`config.mk`:
```
export PLATFORM = sky130hd
export DESIGN_NAME = mux4_bus_arbiter
export DESIGN_NICKNAME = d
export VERILOG_FILES = /design/src/rtl/mux4_bus_arbiter_pkg.sv /design/src/rtl/Mux4Way16.sv /design/src/rtl/mux4_bus_arbiter_rr_pick4.sv /design/src/rtl/mux4_bus_arbiter.sv
export SDC_FILE = /design/constraint.sdc
export NUM_CORES = 1
export LEC_CHECK = 0
export ABC_AREA = 1
export CORE_MARGIN = 2
export CORE_UTILIZATION = 34
export DETAILED_ROUTE_END_ITERATION = 16
export GPL_TIMING_DRIVEN = 0
export PLACE_DENSITY_LB_ADDON = 0.25
export SLEW_MARGIN = 5
export SYNTH_ARGS = -nofsm -noshare
export SYNTH_HDL_FRONTEND = slang
export SYNTH_SLANG_ARGS = --single-unit
```
`constraint.sdc`:
```
create_clock -name clk -period 1.7 [get_ports clk]
set_clock_uncertainty 0.05 [all_clocks]
set_input_delay 0.34 -clock clk [delete_from_list [all_inputs] [get_ports clk]]
set_output_delay 0.34 -clock clk [all_outputs]
set_load 0.005 [all_outputs]
```
`src/rtl/mux4_bus_arbiter_pkg.sv`:
```
// Shared types and constants for the four-source round-robin bus arbiter.
package mux4_bus_arbiter_pkg;

    typedef enum logic {
        ST_IDLE = 1'b0,
        ST_BUSY = 1'b1
    } state_t;

    localparam logic [1:0] PTR_RST = 2'd3;

    localparam int SRC_W = 0;
    localparam int SRC_X = 1;
    localparam int SRC_Y = 2;
    localparam int SRC_Z = 3;

    function automatic logic [3:0] onehot4(input logic [1:0] idx);
        return 4'b0001 << idx;
    endfunction

endpackage

```
`src/rtl/Mux4Way16.sv`:
```
// 16-bit, 4-way combinational multiplexer (datapath leaf).
module Mux4Way16 (
    input  logic [15:0] a,
    input  logic [15:0] b,
    input  logic [15:0] c,
    input  logic [15:0] d,
    input  logic [1:0]  sel,
    output logic [15:0] out
);

    always_comb begin
        case (sel)
            2'd0:    out = a;
            2'd1:    out = b;
            2'd2:    out = c;
            default: out = d;
        endcase
    end

endmodule

```
`src/rtl/mux4_bus_arbiter_rr_pick4.sv`:
```
// Round-robin winner search: first set request in order ptr+1, ptr+2, ptr+3, ptr.
module rr_pick4 (
    input  logic [3:0] req,
    input  logic [1:0] ptr,
    output logic       any,
    output logic [1:0] winner
);

    logic [1:0] idx;

    // Walk from lowest to highest priority so the last hit is the winner.
    always_comb begin
        any    = |req;
        winner = ptr;
        idx    = ptr;
        for (int i = 4; i >= 1; i--) begin
            idx = ptr + 2'(i);
            if (req[idx]) winner = idx;
        end
    end

endmodule

```
`src/rtl/mux4_bus_arbiter.sv`:
```
// Round-robin arbiter sharing one 16-bit bus among w/x/y/z with a valid/ready
// consumer; tenures are capped at MAX_BURST transfers when others are waiting.
module mux4_bus_arbiter
    import mux4_bus_arbiter_pkg::*;
#(
    parameter int MAX_BURST = 4,
    parameter int CNT_W     = 4
) (
    input  logic        clk,
    input  logic        rst_n,
    input  logic [3:0]  req,
    input  logic [15:0] w,
    input  logic [15:0] x,
    input  logic [15:0] y,
    input  logic [15:0] z,
    output logic [3:0]  gnt,
    output logic [1:0]  sel,
    output logic [3:0]  ack,
    output logic        out_valid,
    input  logic        out_ready,
    output logic [15:0] out_data,
    output logic        busy
);

    localparam logic [CNT_W-1:0] CNT_LAST = CNT_W'(MAX_BURST - 1);

    state_t           state, state_nx;
    logic [1:0]       ptr, ptr_nx, sel_nx;
    logic [3:0]       gnt_nx;
    logic [CNT_W-1:0] cnt, cnt_nx;
    logic             any, xfer, others, rel;
    logic [1:0]       winner;

    rr_pick4 u_pick (
        .req    (req),
        .ptr    (ptr),
        .any    (any),
        .winner (winner)
    );

    Mux4Way16 u_mux (
        .a   (w),
        .b   (x),
        .c   (y),
        .d   (z),
        .sel (sel),
        .out (out_data)
    );

    assign busy      = (state == ST_BUSY);
    assign out_valid = busy & req[sel];
    assign xfer      = out_valid & out_ready;
    assign ack       = gnt & {4{xfer}};
    assign others    = |(req & ~onehot4(sel));

    always_comb begin
        state_nx = state;
        sel_nx   = sel;
        gnt_nx   = gnt;
        ptr_nx   = ptr;
        cnt_nx   = cnt;
        rel      = 1'b0;
        case (state)
            ST_IDLE: begin
                if (any) begin
                    state_nx = ST_BUSY;
                    sel_nx   = winner;
                    gnt_nx   = onehot4(winner);
                    cnt_nx   = '0;
                end
            end
            default: begin
                if (!req[sel]) begin
                    rel = 1'b1;
                end else if (xfer) begin
                    // A lone requester keeps the bus; the counter just wraps.
                    if (cnt == CNT_LAST) begin
                        if (others) rel = 1'b1;
                        else        cnt_nx = '0;
                    end else begin
                        cnt_nx = cnt + CNT_W'(1);
                    end
                end
            end
        endcase
        // sel is left alone on release so out_data stays stable through IDLE.
        if (rel) begin
            state_nx = ST_IDLE;
            gnt_nx   = '0;
            ptr_nx   = sel;
            cnt_nx   = '0;
        end
    end

    always_ff @(posedge clk or negedge rst_n) begin
        if (!rst_n) begin
            state <= ST_IDLE;
            gnt   <= '0;
            sel   <= '0;
            ptr   <= PTR_RST;
            cnt   <= '0;
        end else begin
            state <= state_nx;
            gnt   <= gnt_nx;
            sel   <= sel_nx;
            ptr   <= ptr_nx;
            cnt   <= cnt_nx;
        end
    end

endmodule

```
==> impl_results.md, run 1 <==
- Biggest area contributors in the synthesized netlist: sky130_fd_sc_hd__nand2_1 37%, sky130_fd_sc_hd__dfrtp_1 21%, sky130_fd_sc_hd__nand4_1 8.5%
- Final worst slack: -0.227 ns
- Fin. Hold Viols: 0
- Type of the tightest min-delay check: input pin to async pin
- Core area: between 3000 and 4000 um^2
- Sequential cell area fraction in the yosys report: 0.247
- Switching power: between 0.0015 and 0.002 W
- Fraction of final layout cells with drive strength greater than 1: 0.332
- Result of the run: finished with violations
- Flip-flop and latch count after synthesis: 13
- Number of DRC violations after detailed routing: 0
- Cell at the root of the clock tree: sky130_fd_sc_hd__clkbuf_8
- Wire length of the first global-routing pass: 8890 um
- Setup repair after global routing missed its margin: yes
- Worst setup slack after placement: -0.760 ns
- Net total in the final layout: ~450
- Fraction of post-synthesis cell area in the top cell type by area: 0.374
- TNS Setup: -4.24 ns
- Floorplan die area: between 4000 and 5000 um^2
- Max-slew violations: 0
- Drt wl/cell: 14.4 um
- Clock input transition at the sequential cells of the worst setup and hold paths: ~0.06 ns
- Post-Synthesis Net Count: 313
- Count of input and output buffers: 98
- Violations in the final reports: negative setup slack
- Max-capacitance violation count: 0
- Critical path, cell by cell: inv_4, buf_4, nand2_4, inv_4, buf_6, buf_4, nand2_1, nand4_1, buf_2
- Final RePlAce weighted congestion: roughly 0.83
- Synthesized netlist cell count: approximately 240
- Number of iterations in the first detailed-routing pass: 5
- Fin crit share: 1.13
- Pin count of the biggest net entering global routing: 14
- Required time reported for the critical path endpoint: 1.31 ns
- Final WL: roughly 6100 um
- Leakage: 1.38 nW
- Worst VDD drop: 1.17 mV
- Data arrival time of the critical path: 1.54 ns
- Horizontal extent of the die: about 66 um
- Number of global-route vias before repair: ~1900
- Clock tree from TritonCTS: yes
- Vert. Die Dim: 66.4 um
- Netlist area before placement: between 1000 and 1500 um^2
- FP Rows: 22
- Overall global routing resource usage: 0.260
- Number of buffers created by CTS: 3
- Starting density of the core: 0.357
- ANT cells: 0
- Vias per Instance: about 4.9
- Clk sink count: 13
- Worst-Margin Slew: ~0.57 ns
- Longest individual stage delay on the worst path: between 0.4 and 0.5 ns
- Detailed-route via count: 2078
- Final worst path period need: 1.93 ns
- HPWL after detailed placement: 4110 um
- Register share of total power: 0.137
- Count of cell types in the netlist: 21
- Critical path fanouts, max: 5
- Sequential cell area: 330 um^2
- Dpl cell area: 2370 um^2
- Internal power: roughly 0.0023 W
- Kind of start point of the critical path: register
- Synth warn: 0
- Nature of the critical path endpoint: output pin
- Summed area of non-filler cells in the final layout: roughly 2800 um^2
- Latest clock arrival within the worst-skew pair: between 0.2 and 0.3 ns
- Share of total power in the clock network: 0.066
- I/O pin total: 99
- Initial antenna violation count: 0
- Overall overflow remaining after global route: 0
- Synth-to-Final Area Change: 109%
- Net switching share of the total power: 0.467
- Maximum level of the CTS H-tree: 1
- Logic pwr share: 0.797
- Number of violations reported at the end of detailed-routing iteration 0: 127
- Number of buffers between clock root and the deepest sink: 2
- Mean area per synthesized cell: 5.50 um^2
- Power Dens Cells: around 1500 nW/um^2
- Hold buffers post-CTS: 0
- Filler cell count: 286
- Final count of negative-setup-slack endpoints: 28
- Area occupied by multi-input gates: between 1000 and 1500 um^2
- Slew margin rel.: 0.620
- Residual antenna-violating net count after detailed routing: 0
- Startpoint-to-endpoint class of the critical path: register to output pin
- Slowest stage cell, crit path: sky130_fd_sc_hd__dfrtp_2
- Yosys top cell by area: sky130_fd_sc_hd__nand2_1
- Max Freq: around 520 MHz
[worst max-delay path: cells and delay by family (launching register included)]
family / cells / cell delay [ns]
simple gates: 3 / 0.24
buf+inv: 6 / 0.65
flops: 1 / 0.41
[what timing repair did]
item	in CTS	in global routing
gates resized for setup	148	26
cloned	4	0
setup buffers	21	5
pin swaps	14	13
endpoints found under the setup margin	23	34
[per-layer routing]
metal  up-vias  routed length (um)  global-route usage
met5         -                   0                   0
met4         0                  71              0.0306
met3         6                 569              0.0818
met2        96                3090               0.469
met1       954                2330               0.307
li1       1022                   -                   -
[cells in the mapped netlist]
cell type and count:
sky130_fd_sc_hd__a21oi_1 2, sky130_fd_sc_hd__buf_2 2, sky130_fd_sc_hd__buf_6 1, sky130_fd_sc_hd__clkbuf_1 2, sky130_fd_sc_hd__dfrtp_1 11, sky130_fd_sc_hd__dfstp_2 2
sky130_fd_sc_hd__ha_1 1, sky130_fd_sc_hd__inv_1 21, sky130_fd_sc_hd__inv_2 4, sky130_fd_sc_hd__nand2_1 132, sky130_fd_sc_hd__nand2_2 9, sky130_fd_sc_hd__nand3_1 11
sky130_fd_sc_hd__nand3b_1 1, sky130_fd_sc_hd__nand4_1 18, sky130_fd_sc_hd__nor2_1 8, sky130_fd_sc_hd__nor2_2 2, sky130_fd_sc_hd__o21ai_0 5, sky130_fd_sc_hd__o21ai_1 5
sky130_fd_sc_hd__o21ai_2 2, sky130_fd_sc_hd__or2_2 1, sky130_fd_sc_hd__xor2_1 1
[through the flow]
step	power, W	hold slack, ns	std cells	util
after floorplan	0.00188	-0.00559	241	-
after global placement	0.00305	0.438	387	0.637
after detailed placement	0.00309	0.447	387	0.637
after CTS	0.00392	0.440	416	0.716
after global routing	0.00458	0.483	421	0.747
final	0.00424	0.406	421	0.747
[worst paths after layout]
check / from / slack, ns / depth (start not counted) / to
max: sel[0]$_DFFE_PN0P_ / -0.23 / 9 / out_data[12]
min: rst_n / 0.41 / 1 / gnt[3]$_DFFE_PN0P_
max reg2reg: sel[0]$_DFFE_PN0P_ / -0.11 / 13 / gnt[0]$_DFFE_PN0P_
min reg2reg: gnt[0]$_DFFE_PN0P_ / 0.46 / 2 / gnt[0]$_DFFE_PN0P_
max in group asynchronous: rst_n / 0.79 / 1 / sel[0]$_DFFE_PN0P_
min in group clk: gnt[0]$_DFFE_PN0P_ / 0.46 / 2 / gnt[0]$_DFFE_PN0P_
[power by group through the flow]
stage                     combinational (W)  clock, W  sequential, W
after floorplan                     0.00133         0       0.000552
after global placement              0.00249         0       0.000566
after detailed placement            0.00252         0       0.000570
after CTS                           0.00307  0.000282       0.000569
after global routing                0.00369  0.000293       0.000599
final                               0.00338  0.000279       0.000582
[final cells by class]
class                   count  share of cell area
well taps                  48              0.0216
clock buffers               3              0.0149
clock inverters             1             0.00180
flip-flops and latches     13               0.119
inverters                  25              0.0383
multi-input cells         198               0.365
repair buffers            128               0.413
plain buffers               5              0.0261
[cells by family (layout without fill, tap and decap cells)]
logic type                 Yosys count  count (layout)  synth area share
and+or+nand+nor                    182             182             0.585
buffers and inverters               30             162            0.0925
AOI/OAI and AO/OA                   14              14            0.0585
DFF                                 13              13             0.247
adders and majority gates            1               1           0.00944
xor gates and xnor gates             1               1           0.00661
[sequential cells by signal (all words and copies together) (netlist names)]
register  cells
sel           2
ptr           2
gnt           4
busy          1
cnt           4
[cell usage in the layout, fill, tap and decap left out, types with 2 or more instances in the layout]
cell type,count
sky130_fd_sc_hd__buf_2,21
sky130_fd_sc_hd__buf_4,19
sky130_fd_sc_hd__buf_6,13
sky130_fd_sc_hd__clkbuf_8,5
sky130_fd_sc_hd__clkdlybuf4s50_1,71
sky130_fd_sc_hd__dfrtp_1,9
sky130_fd_sc_hd__dfrtp_2,2
sky130_fd_sc_hd__dfstp_2,2
sky130_fd_sc_hd__dlygate4sd2_1,4
sky130_fd_sc_hd__inv_1,13
sky130_fd_sc_hd__inv_2,7
sky130_fd_sc_hd__inv_4,5
sky130_fd_sc_hd__nand2_1,105
sky130_fd_sc_hd__nand2_2,27
sky130_fd_sc_hd__nand2_4,9
sky130_fd_sc_hd__nand3_1,10
sky130_fd_sc_hd__nand4_1,18
sky130_fd_sc_hd__nor2_1,5
sky130_fd_sc_hd__nor2_2,4
sky130_fd_sc_hd__o21ai_0,5
sky130_fd_sc_hd__o21ai_1,4
sky130_fd_sc_hd__o21ai_2,3
(Power assumes the default switching activity.)
==> inputs of run 2 (changes only) <==
Settings changed: GPL_ROUTABILITY_DRIVEN from default to 1.
==> results of run 2 <==
Same layout as run 1: the final DEF is identical, and so are final timing and power.
==> inputs of run 3 (changes only) <==
Settings changed: SKIP_CTS_REPAIR_TIMING from default to 1.
==> run 3 against run 2 <==
  * Global-route usage shrank 3.6 points
  * Critical endpoint is now out_data[10]
  * Clock-buffer cell count unchanged
  * Die area stayed put
  * Core utilization is 5.7 points lower
  * Sequential share of layout area up 0.93 points
  * Via count decreased by 4.8%
  * Worst setup slack got worse by 0.055 ns
  * Register-to-register slack improved by 0.11 ns
  * Highest routed layer unchanged
  * Final cell count down 3.1%
  * The run still ends with negative setup slack left
  * Hold slack gained 0.0081 ns
  * Fmax is 2.8% lower
==> impl_results.md, run 3 (synthesis gave the netlist of run 1 again) <==
- Vias per Instance: 4.85
- Critical path fanouts, max: 5
- Count of input and output buffers: 98
- Final RePlAce weighted congestion: 0.835
- Longest individual stage delay on the worst path: approximately 0.45 ns
- Overall overflow remaining after global route: 0
- Type of the tightest min-delay check: input pin to async pin
- Violations in the final reports: negative setup slack
- Final count of negative-setup-slack endpoints: 21
- Latest clock arrival within the worst-skew pair: about 0.24 ns
- Overall global routing resource usage: 0.224
- Cell at the root of the clock tree: sky130_fd_sc_hd__clkbuf_8
- Core area: 3720 um^2
- Max Freq: 505 MHz
- Max-slew violations: 0
- Filler cell count: between 300 and 400
- Fin. Hold Viols: 0
- Setup repair after global routing missed its margin: yes
- Required time reported for the critical path endpoint: between 1 and 1.5 ns
- Initial antenna violation count: 0
- Number of iterations in the first detailed-routing pass: 4
- Clock tree from TritonCTS: yes
- Starting density of the core: 0.357
- Horizontal extent of the die: roughly 66 um
- Slew margin rel.: 0.613
- Number of DRC violations after detailed routing: 0
- ANT cells: 0
- TNS Setup: -2.74 ns
- Worst-Margin Slew: ~0.58 ns
- Post-route total power: 0.00372 W
- Number of violations reported at the end of detailed-routing iteration 0: between 50 and 60
- Critical path, cell by cell: buf_6, nand2_2, inv_4, buf_4, buf_6, nand2_1, nand4_1, dlymetal6s2s_1
- Final worst path period need: 1.98 ns
- Fraction of final layout cells with drive strength greater than 1: 0.225
- Fin crit share: 1.17
- Number of buffers created by CTS: 3
- Data arrival time of the critical path: approximately 1.6 ns
- Net total in the final layout: about 430
- Number of global-route vias before repair: between 1500 and 2000
- Kind of start point of the critical path: register
- Worst setup slack after placement: -0.760 ns
- Slowest stage cell, crit path: sky130_fd_sc_hd__dfrtp_2
- Nature of the critical path endpoint: output pin
- I/O pin total: 99
- Drt wl/cell: ~14 um
- Clock input transition at the sequential cells of the worst setup and hold paths: about 0.060 ns
- Result of the run: finished with violations
- Final worst slack: -0.281 ns
- Vert. Die Dim: around 66 um
- Power Dens Cells: around 1500 nW/um^2
- Synth-to-Final Area Change: 93.6%
- FP Rows: 22
- Worst path most repeated cell: sky130_fd_sc_hd__buf_6
- Clk sink count: 13
- Final WL: about 5500 um
- Worst VDD drop: 1.02 mV
- Pin count of the biggest net entering global routing: 14
- Residual antenna-violating net count after detailed routing: 0
- HPWL after detailed placement: between 4000 and 5000 um
- Largest regs: cnt (4), gnt (4)
- Slack of the worst reg-to-reg path: 0 ns
- Floorplan die area: between 4000 and 5000 um^2
- Maximum level of the CTS H-tree: 1
- Detailed-route via count: between 1500 and 2000
- Leading cell type in the layout, fill and taps excluded: sky130_fd_sc_hd__nand2_1
- Number of buffers between clock root and the deepest sink: 2
- Leakage: between 1 and 1.5 nW
- Max-capacitance violation count: 0
- Startpoint-to-endpoint class of the critical path: register to output pin
- Wire length of the first global-routing pass: roughly 7700 um
- Most frequent cells in the layout: 126 x sky130_fd_sc_hd__nand2_1, 73 x sky130_fd_sc_hd__clkdlybuf4s50_1, 18 x sky130_fd_sc_hd__nand4_1, 14 x sky130_fd_sc_hd__inv_1
## run 3: cell types whose count changed in the layout (fill, tap and decap cells not counted), sizes merged
cell and delta:
dlygate4sd2 -4, dlymetal6s2s +6, clkbuf +8, buf -25, clkdlybuf4s50 +2
## run 3: layout make-up
class,count,area [um^2],share of cell area
plain buffers,5,56.3,0.0220
clock buffers,3,41.3,0.0161
clock inverters,1,5.00,0.00195
inverters,25,98.8,0.0385
multi-input cells,198,920,0.359
flip-flops and latches,13,329,0.128
well taps,48,60.1,0.0234
repair buffers,115,1050,0.411
## run 3: per-layer routing
layer | up-vias | part of all wire | track usage
met5 | - | 0 | 0
met4 | 0 | 0.0096 | 0.0306
met1 | 894 | 0.38 | 0.254
met2 | 81 | 0.51 | 0.404
met3 | 6 | 0.094 | 0.0852
li1 | 998 | - | -
## run 3: worst max-delay path, delay by kind of cell, from the launching register on
family        cells  cell delay, ns
buf+inv           5            0.61
flops             1            0.45
simple gates      3            0.28
## run 3: report_power, final
part           switching (W)  internal (W)
combinational        0.00150       0.00137
sequential          0.000132      0.000442
clock               0.000117      0.000162
## run 3: final timing paths
| check | from | end | cells past startpoint |
|---|---|---|---|
| setup / recovery | sel[0]$_DFFE_PN0P_ | out_data[10] | 8 |
| hold / removal | rst_n | gnt[0]$_DFFE_PN0P_ | 1 |
| setup reg to reg | sel[0]$_DFFE_PN0P_ | gnt[0]$_DFFE_PN0P_ | 13 |
| hold reg to reg | gnt[3]$_DFFE_PN0P_ | gnt[3]$_DFFE_PN0P_ | 2 |
| max in group asynchronous | rst_n | sel[0]$_DFFE_PN0P_ | 1 |
| min in group clk | gnt[3]$_DFFE_PN0P_ | gnt[3]$_DFFE_PN0P_ | 2 |
## run 3: stage by stage
stage / util / instances / instance area (um^2) / hold WS (ns)
floorplan: - / 241 / 1330 / -0.00559
global placement: 0.637 / 387 / 2370 / 0.438
detailed placement: 0.637 / 387 / 2370 / 0.447
CTS: 0.649 / 391 / 2410 / 0.440
global route: 0.690 / 408 / 2560 / 0.483
finish: 0.690 / 408 / 2560 / 0.415
